<file path="config.mk">
export PLATFORM = sky130hd
export DESIGN_NAME = fetch_pc_unit_flat
export DESIGN_NICKNAME = d
export VERILOG_FILES = /design/src/rtl/fetch_pc_unit_pkg.sv /design/src/rtl/fetch_pc_unit_if.sv /design/src/rtl/fetch_pc_unit_page_latch.sv /design/src/rtl/fetch_pc_unit.sv /design/src/flat_wrapper.sv
export SDC_FILE = /design/constraint.sdc
export NUM_CORES = 1
export LEC_CHECK = 0
export BUFFER_PORTS_ARGS = -buffer_cell sky130_fd_sc_hd__clkbuf_2
export CORE_ASPECT_RATIO = 1.4
export CORE_UTILIZATION = 54
export DETAILED_ROUTE_END_ITERATION = 10
export PLACE_DENSITY = 0.85
export SYNTH_ARGS = -nofsm -noshare
export SYNTH_HDL_FRONTEND = slang
export SYNTH_HIERARCHICAL = 1
export SYNTH_SLANG_ARGS = --single-unit
</file>
<file path="constraint.sdc">
create_clock -name clk -period 3.2 [get_ports clk]
set_input_delay 0.16 -clock clk [delete_from_list [all_inputs] [get_ports clk]]
set_output_delay 0.16 -clock clk [all_outputs]
set_load 0.05 [all_outputs]
</file>
<file path="src/rtl/fetch_pc_unit_pkg.sv">
// Shared CPU fetch types: PC layout, fetch FSM states, reset PC and NOP opcode.
package fetch_pc_unit_pkg;

    typedef struct packed {
        logic       bank;
        logic [3:0] page;
        logic [7:0] step;
    } pc_t;

    typedef enum logic [1:0] {
        IDLE  = 2'd0,
        WAIT  = 2'd1,
        LATCH = 2'd2
    } fetch_state_t;

    localparam logic [12:0] RESET_PC_DEFAULT = 13'h0100;
    localparam logic [11:0] NOP_OPCODE       = 12'hFFF;

    // Sequential fetch advances PCS only; bank and page never carry.
    function automatic pc_t pc_step_inc(input pc_t cur);
        pc_t nxt;
        nxt      = cur;
        nxt.step = cur.step + 8'd1;
        return nxt;
    endfunction

endpackage

</file>
<file path="src/rtl/fetch_pc_unit_if.sv">
// Fetch-stage bus: cycle strobe, ROM port, decode output and execute-stage PC controls.
// The debug pair exists only when FETCH_PC_STEP_EN is defined.
interface fetch_pc_unit_if;
    logic        clk_en;
    logic        fetch_start;
    logic [12:0] rom_addr;
    logic [11:0] rom_data;
    logic [11:0] instr;
    logic        instr_valid;
    logic        busy;
    logic [12:0] pc;
    logic        branch_take;
    logic [7:0]  branch_step;
    logic        pset_valid;
    logic [4:0]  pset_data;
    logic        load_pc;
    logic [12:0] load_value;
    logic        instr_done;
`ifdef FETCH_PC_STEP_EN
    logic        dbg_halt;
    logic        dbg_step;
`endif

    modport master (
        output clk_en, fetch_start, rom_data, branch_take, branch_step,
               pset_valid, pset_data, load_pc, load_value, instr_done,
`ifdef FETCH_PC_STEP_EN
               dbg_halt, dbg_step,
`endif
        input  rom_addr, instr, instr_valid, busy, pc
    );

    modport slave (
        input  clk_en, fetch_start, rom_data, branch_take, branch_step,
               pset_valid, pset_data, load_pc, load_value, instr_done,
`ifdef FETCH_PC_STEP_EN
               dbg_halt, dbg_step,
`endif
        output rom_addr, instr, instr_valid, busy, pc
    );
endinterface

</file>
<file path="src/rtl/fetch_pc_unit_page_latch.sv">
// NBP/NPP page latches plus the PSET one-shot flag that decides whether the
// next retiring instruction keeps the PSET page or re-syncs it to the PC.
module fetch_pc_unit_page_latch
    import fetch_pc_unit_pkg::*;
#(
    parameter logic [4:0] RESET_PAGE = RESET_PC_DEFAULT[12:8]
) (
    input  logic       clk,
    input  logic       reset_n,
    input  logic       i_clk_en,
    input  logic       i_pset_valid,
    input  logic [4:0] i_pset_data,
    input  logic       i_load_pc,
    input  logic [4:0] i_load_page,
    input  logic       i_instr_done,
    input  logic [4:0] i_result_page,
    output logic       o_nbp,
    output logic [3:0] o_npp
);
    logic [4:0] r_page;
    logic       r_armed;
    logic [4:0] w_page_next;
    logic       w_armed_next;

    always_comb begin
        w_page_next  = r_page;
        w_armed_next = r_armed;
        if (i_pset_valid) begin
            w_page_next  = i_pset_data;
            w_armed_next = 1'b1;
        end else begin
            // An armed PSET survives exactly one retirement, then the page tracks the PC again.
            if (i_instr_done) begin
                if (r_armed) begin
                    w_armed_next = 1'b0;
                end else begin
                    w_page_next = i_result_page;
                end
            end
            if (i_load_pc) begin
                w_page_next = i_load_page;
            end
        end
    end

    always_ff @(posedge clk) begin
        if (!reset_n) begin
            r_page  <= RESET_PAGE;
            r_armed <= 1'b0;
        end else if (i_clk_en) begin
            r_page  <= w_page_next;
            r_armed <= w_armed_next;
        end
    end

    assign o_nbp = r_page[4];
    assign o_npp = r_page[3:0];
endmodule

</file>
<file path="src/rtl/fetch_pc_unit.sv">
// Program counter and opcode fetch FSM (IDLE -> WAIT -> LATCH) with branch/call/return loads.
// Define FETCH_PC_STEP_EN to add dbg_halt/dbg_step single-step control.
module fetch_pc_unit
    import fetch_pc_unit_pkg::*;
#(
    parameter logic [12:0] RESET_PC   = RESET_PC_DEFAULT,
    parameter int          FETCH_WAIT = 1
) (
    input  logic           clk,
    input  logic           reset_n,
    fetch_pc_unit_if.slave bus
);
    localparam logic [1:0] WAIT_LAST = 2'(FETCH_WAIT - 1);

    fetch_state_t r_state, w_state_next;
    logic [1:0]   r_cnt, w_cnt_next;
    pc_t          r_pc, w_pc_next;
    logic [12:0]  r_rom_addr, w_rom_addr_next;
    logic [11:0]  r_instr, w_instr_next;
    logic         r_instr_valid, w_instr_valid_next;
    logic         r_busy, w_busy_next;
    logic         w_fetch_go;
    logic         w_nbp;
    logic [3:0]   w_npp;

`ifdef FETCH_PC_STEP_EN
    // While halted, a fetch is released only by a step strobe in the same tick.
    assign w_fetch_go = bus.fetch_start && (!bus.dbg_halt || bus.dbg_step);
`else
    assign w_fetch_go = bus.fetch_start;
`endif

    fetch_pc_unit_page_latch #(
        .RESET_PAGE (RESET_PC[12:8])
    ) u_page_latch (
        .clk           (clk),
        .reset_n       (reset_n),
        .i_clk_en      (bus.clk_en),
        .i_pset_valid  (bus.pset_valid),
        .i_pset_data   (bus.pset_data),
        .i_load_pc     (bus.load_pc),
        .i_load_page   (bus.load_value[12:8]),
        .i_instr_done  (bus.instr_done),
        .i_result_page ({w_pc_next.bank, w_pc_next.page}),
        .o_nbp         (w_nbp),
        .o_npp         (w_npp)
    );

    always_comb begin
        w_state_next       = r_state;
        w_cnt_next         = r_cnt;
        w_pc_next          = r_pc;
        w_rom_addr_next    = r_rom_addr;
        w_instr_next       = r_instr;
        w_instr_valid_next = 1'b0;
        w_busy_next        = r_busy;
        case (r_state)
            IDLE: begin
                if (w_fetch_go) begin
                    w_rom_addr_next = r_pc;
                    w_busy_next     = 1'b1;
                    w_cnt_next      = 2'd0;
                    w_state_next    = WAIT;
                end
            end
            WAIT: begin
                if (r_cnt == WAIT_LAST) begin
                    w_state_next = LATCH;
                end else begin
                    w_cnt_next = r_cnt + 2'd1;
                end
            end
            LATCH: begin
                w_instr_next       = bus.rom_data;
                w_instr_valid_next = 1'b1;
                w_busy_next        = 1'b0;
                w_pc_next          = pc_step_inc(r_pc);
                w_state_next       = IDLE;
            end
            default: w_state_next = IDLE;
        endcase
        // Execute-stage loads override the sequential increment.
        if (bus.load_pc) begin
            w_pc_next = pc_t'(bus.load_value);
        end else if (bus.branch_take) begin
            w_pc_next = pc_t'({w_nbp, w_npp, bus.branch_step});
        end
    end

    always_ff @(posedge clk) begin
        if (!reset_n) begin
            r_state       <= IDLE;
            r_cnt         <= 2'd0;
            r_pc          <= pc_t'(RESET_PC);
            r_rom_addr    <= RESET_PC;
            r_instr       <= NOP_OPCODE;
            r_instr_valid <= 1'b0;
            r_busy        <= 1'b0;
        end else if (bus.clk_en) begin
            r_state       <= w_state_next;
            r_cnt         <= w_cnt_next;
            r_pc          <= w_pc_next;
            r_rom_addr    <= w_rom_addr_next;
            r_instr       <= w_instr_next;
            r_instr_valid <= w_instr_valid_next;
            r_busy        <= w_busy_next;
        end
    end

    a_no_load_while_fetching: assert property (
        @(posedge clk) disable iff (!reset_n)
        (bus.clk_en && r_state != IDLE) |-> !(bus.load_pc || bus.branch_take)
    );

    assign bus.rom_addr    = r_rom_addr;
    assign bus.instr       = r_instr;
    assign bus.instr_valid = r_instr_valid;
    assign bus.busy        = r_busy;
    assign bus.pc          = r_pc;
endmodule

</file>
<file path="src/flat_wrapper.sv">
// flat-port wrapper written by rule: the top's interface ports become plain ports
module fetch_pc_unit_flat import fetch_pc_unit_pkg::*;
#(
    parameter logic [12:0] RESET_PC   = RESET_PC_DEFAULT,
    parameter int          FETCH_WAIT = 1
)
  (clk, reset_n, bus_clk_en, bus_fetch_start, bus_rom_data, bus_branch_take, bus_branch_step, bus_pset_valid, bus_pset_data, bus_load_pc, bus_load_value, bus_instr_done, bus_rom_addr, bus_instr, bus_instr_valid, bus_busy, bus_pc);
  fetch_pc_unit_if bus_i ();
  input  logic clk;
  input  logic reset_n;
  input wire logic [$bits(bus_i.clk_en)-1:0] bus_clk_en;
  input wire logic [$bits(bus_i.fetch_start)-1:0] bus_fetch_start;
  input wire logic [$bits(bus_i.rom_data)-1:0] bus_rom_data;
  input wire logic [$bits(bus_i.branch_take)-1:0] bus_branch_take;
  input wire logic [$bits(bus_i.branch_step)-1:0] bus_branch_step;
  input wire logic [$bits(bus_i.pset_valid)-1:0] bus_pset_valid;
  input wire logic [$bits(bus_i.pset_data)-1:0] bus_pset_data;
  input wire logic [$bits(bus_i.load_pc)-1:0] bus_load_pc;
  input wire logic [$bits(bus_i.load_value)-1:0] bus_load_value;
  input wire logic [$bits(bus_i.instr_done)-1:0] bus_instr_done;
  output wire logic [$bits(bus_i.rom_addr)-1:0] bus_rom_addr;
  output wire logic [$bits(bus_i.instr)-1:0] bus_instr;
  output wire logic [$bits(bus_i.instr_valid)-1:0] bus_instr_valid;
  output wire logic [$bits(bus_i.busy)-1:0] bus_busy;
  output wire logic [$bits(bus_i.pc)-1:0] bus_pc;
  assign bus_i.clk_en = bus_clk_en;
  assign bus_i.fetch_start = bus_fetch_start;
  assign bus_i.rom_data = bus_rom_data;
  assign bus_i.branch_take = bus_branch_take;
  assign bus_i.branch_step = bus_branch_step;
  assign bus_i.pset_valid = bus_pset_valid;
  assign bus_i.pset_data = bus_pset_data;
  assign bus_i.load_pc = bus_load_pc;
  assign bus_i.load_value = bus_load_value;
  assign bus_i.instr_done = bus_instr_done;
  assign bus_rom_addr = bus_i.rom_addr;
  assign bus_instr = bus_i.instr;
  assign bus_instr_valid = bus_i.instr_valid;
  assign bus_busy = bus_i.busy;
  assign bus_pc = bus_i.pc;
  fetch_pc_unit #(.RESET_PC(RESET_PC), .FETCH_WAIT(FETCH_WAIT)) u_core (.clk(clk), .reset_n(reset_n), .bus(bus_i));
endmodule
</file>
==> results by group <==
Outcome
  – Outcome: finished, final reports clean

Placed design
  – Placed cells: 417
  – Number of port buffers: 85
  – Routability cong.: 0.833
  – Post-Place Cell Area: 2890 µm²
  – Post-DP HPWL: 3980 µm

Timing
  – Fmax: 0.632 GHz
  – Worst-Margin Slew: 0.873 ns
  – Hold Violations, Final: 0
  – Clk_skew: 0.00690 ns
  – Final worst path period need: 1.58 ns
  – RSZ-0062 raised after global routing: no
  – Relative slew slack: 41.8%
  – Final setup TNS: 0 ns
  – # setup viols final: 0
  – Worst hold slack: 0.0653 ns
  – Fin crit share: 49.4%
  – Fin. max-slew vios: 0

Synthesis
  – Yosys cell types: 49
  – Synthesized area: 2500 µm²
  – Most common cell in the netlist: nand2_1
  – Synth warn: 6
  – Share of the synthesized area in the top cell type: 40.0%
  – Number of synthesized flops with an enable pin: 0
  – Synth top cells by count: nand2_1, dfxtp_1, mux2i_1
  – Syn_area_per_cell: 8.65 µm²
  – Area leader, netlist: dfxtp_1
  – Post-Syn Instances: 289
  – Synthesized flop and latch total: 50
  – Syn_nets: 337
  – Register area share after synthesis: 40.0%
  – Synth Flop Type: dfxtp_1
  – Async set-reset flop share out of synthesis: 0%
  – Synth area leaders: dfxtp_1, nand2_1, mux2i_1

Route
  – Post-DRT Antenna Nets: 0
  – Routed WL: 5600 µm
  – Drt pass-1 iters: 4
  – Detailed-route wire length per cell: 13.2 µm
  – DRC violations left: 0
  – DRT iter0 DRCs: 101
  – Via count: 2275
  – DR vias/cell: 5.37

Global route
  – Global-route total usage across every layer: 23.8%
  – Global-route wire length before repair: 8930 µm
  – Vias in the first global route: 2102
  – Initial antenna violation count: 0
  – Largest net degree at the start of global routing: 51
  – Grt ovf: 0

Setup path
  – Slowest CP cell: dfxtp_1
  – Required @ worst endpoint: 3.41 ns
  – Startpoint types: flip-flop
  – R2R Path End: u_core/bus.pc[6]
  – R2R Setup Slk: 1.62 ns
  – Crit Path Class: reg -> reg
  – Crit-path max cell delay: 0.44 ns
  – Worst Path Arrival: 1.80 ns
  – CP Cell Sequence: ha_1 -> and3_1 -> nand3_1 -> o31a_1 -> o211ai_1
  – CP endpoint kind: flip-flop
  – Reg2reg path depth: 5
  – FF-to-FF Start: u_core/bus.pc[1]
  – CP Max Fanout: 6

Clock tree
  – Sink Count: 50
  – Post-cts sizing count: 0
  – CTS H-tree lvls: 2
  – CTS tree: yes
  – Number of CTS-inserted buffers: 5
  – CTS root buf: clkbuf_8
  – Cts-stage hold buffer count: 0
  – Clk slew on worst S/H paths: 0.09 ns
  – Worst-Skew Late Latency: 0.30 ns
  – Post-CTS setup repair buffer count: 0
  – Max clock buf depth: 2

Worst hold path
  – Worst Hold Depth: 3
  – HP Class: in -> reg
  – Hold Crit Endpoint: u_core/bus.instr[9]
  – Worst Hold Launch: bus_rom_data[9]

Layout
  – Synth-to-Final Area Change: 18.8%
  – Reg area: 1000 µm²
  – Post-Layout Cell Count: 424
  – Final instance area: 2970 µm²
  – Final net count: 412
  – Antenna Cells: 0
  – Share of cells above drive strength 1: 29.4%
  – Area of the multi-input gates: 1350 µm²
  – Fill cell count: 394

Pwr
  – Pwr Total: 1280 µW
  – LEAKAGE: 0.00134 µW
  – VDD IR-drop max: 0.321 mV
  – Pwr dens: 431 nW/µm²

Floorplan
  – Total die area: 4910 µm²
  – Die width: 59.5 µm
  – Starting density of the core: 57.5%
  – IO Pins: 86
  – Cell Rows: 28
  – Die height: 82.5 µm
  – Core outline area: 4340 µm²

Run
  – Max cap viols: 0
[registers in the layout, indices dropped and copies added (netlist names)]
register / count
u_core/bus.rom_addr: 13
u_core/r_state: 2
u_core/bus.instr: 12
u_core/u_page_latch/r_page: 5
u_core/r_cnt: 2
u_core/bus.instr_valid: 1
u_core/u_page_latch/r_armed: 1
u_core/bus.busy: 1
u_core/bus.pc: 13
[layout by cell type, fill, tap and decap left out, types with 2 or more instances in the layout]
| master | n |
|---|---|
| o31a_1 | 2 |
| clkbuf_8 | 5 |
| nand4_1 | 3 |
| o22ai_1 | 7 |
| dfxtp_1 | 50 |
| nand2b_1 | 4 |
| nor2b_1 | 10 |
| mux2_2 | 2 |
| ha_1 | 2 |
| and2_1 | 2 |
| a21boi_0 | 8 |
| nor2_1 | 3 |
| a21oi_1 | 7 |
| inv_1 | 10 |
| clkbuf_2 | 85 |
| mux2i_1 | 19 |
| o211ai_1 | 2 |
| nand3_1 | 16 |
| o21a_1 | 2 |
| a22oi_1 | 4 |
| and2b_1 | 2 |
| mux2_4 | 3 |
| a21boi_1 | 9 |
| nand4b_1 | 2 |
| o221a_2 | 2 |
| nand2_1 | 70 |
| o21ai_0 | 11 |
[metal layers]
metal | GRT usage, % | part of all wire (%) | wire length [µm]
met1 | 26.2 | 41 | 2310
met2 | 43.5 | 51 | 2850
met3 | 5.30 | 6.3 | 355
met4 | 9.53 | 1.5 | 83
met5 | 0 | 0 | 0
[how the worst max path moves through the flow]
| stage | slack [ns] | from | endpoint |
|---|---|---|---|
| finish | 1.62 | u_core/bus.pc[1] | u_core/bus.pc[6] |
| global route | 1.50 | u_core/bus.pc[1] | u_core/bus.pc[6] |
| CTS | 1.63 | u_core/bus.pc[0] | u_core/bus.pc[6] |
| detailed placement | 1.47 | bus_clk_en | u_core/bus.rom_addr[1] |
| global placement | 1.53 | bus_load_pc | u_core/bus.pc[4] |
| floorplan | 1.43 | u_core/bus.pc[0] | u_core/bus.pc[6] |
[critical path, delay by kind of cell, from the launching register on]
family | cells | cell delay, ns
adders and majority gates | 1 | 0.24
AOI/OAI and AO/OA | 2 | 0.49
DFF | 1 | 0.44
and+or+nand+nor | 2 | 0.34
[stage by stage]
stage / worst slack (ns) / utilization [%]
final: 1.62 / 68.4
after global routing: 1.50 / 68.4
after CTS: 1.63 / 68.4
after detailed placement: 1.47 / 66.5
after global placement: 1.53 / 66.5
after floorplan: 1.43 / -
[power by group]
group	internal (µW)	switching (µW)	total [µW]
clock	150	198	348
sequential	648	25.3	674
combinational	95.3	163	258
[area by class of cell]
| type | instances | share of cell area (%) |
|---|---|---|
| timing repair buffer | 85 | 14.3 |
| multi-input combinational | 212 | 45.5 |
| sequential | 50 | 33.7 |
| clock inverter | 1 | 0.253 |
| tap | 60 | 2.53 |
| clock buffer | 6 | 2.44 |
| inverter | 10 | 1.26 |
[cells by family after synthesis]
kind of cell,after synthesis,synth area share (%)
buf+inv,27,5.91
simple gates,121,23.5
flops,50,40.0
mux,25,10.8
compound gates,63,18.5
xor+xnor,1,0.350
fa+ha+maj,2,1.00
Note: power is estimated with default switching activity, not from simulation.
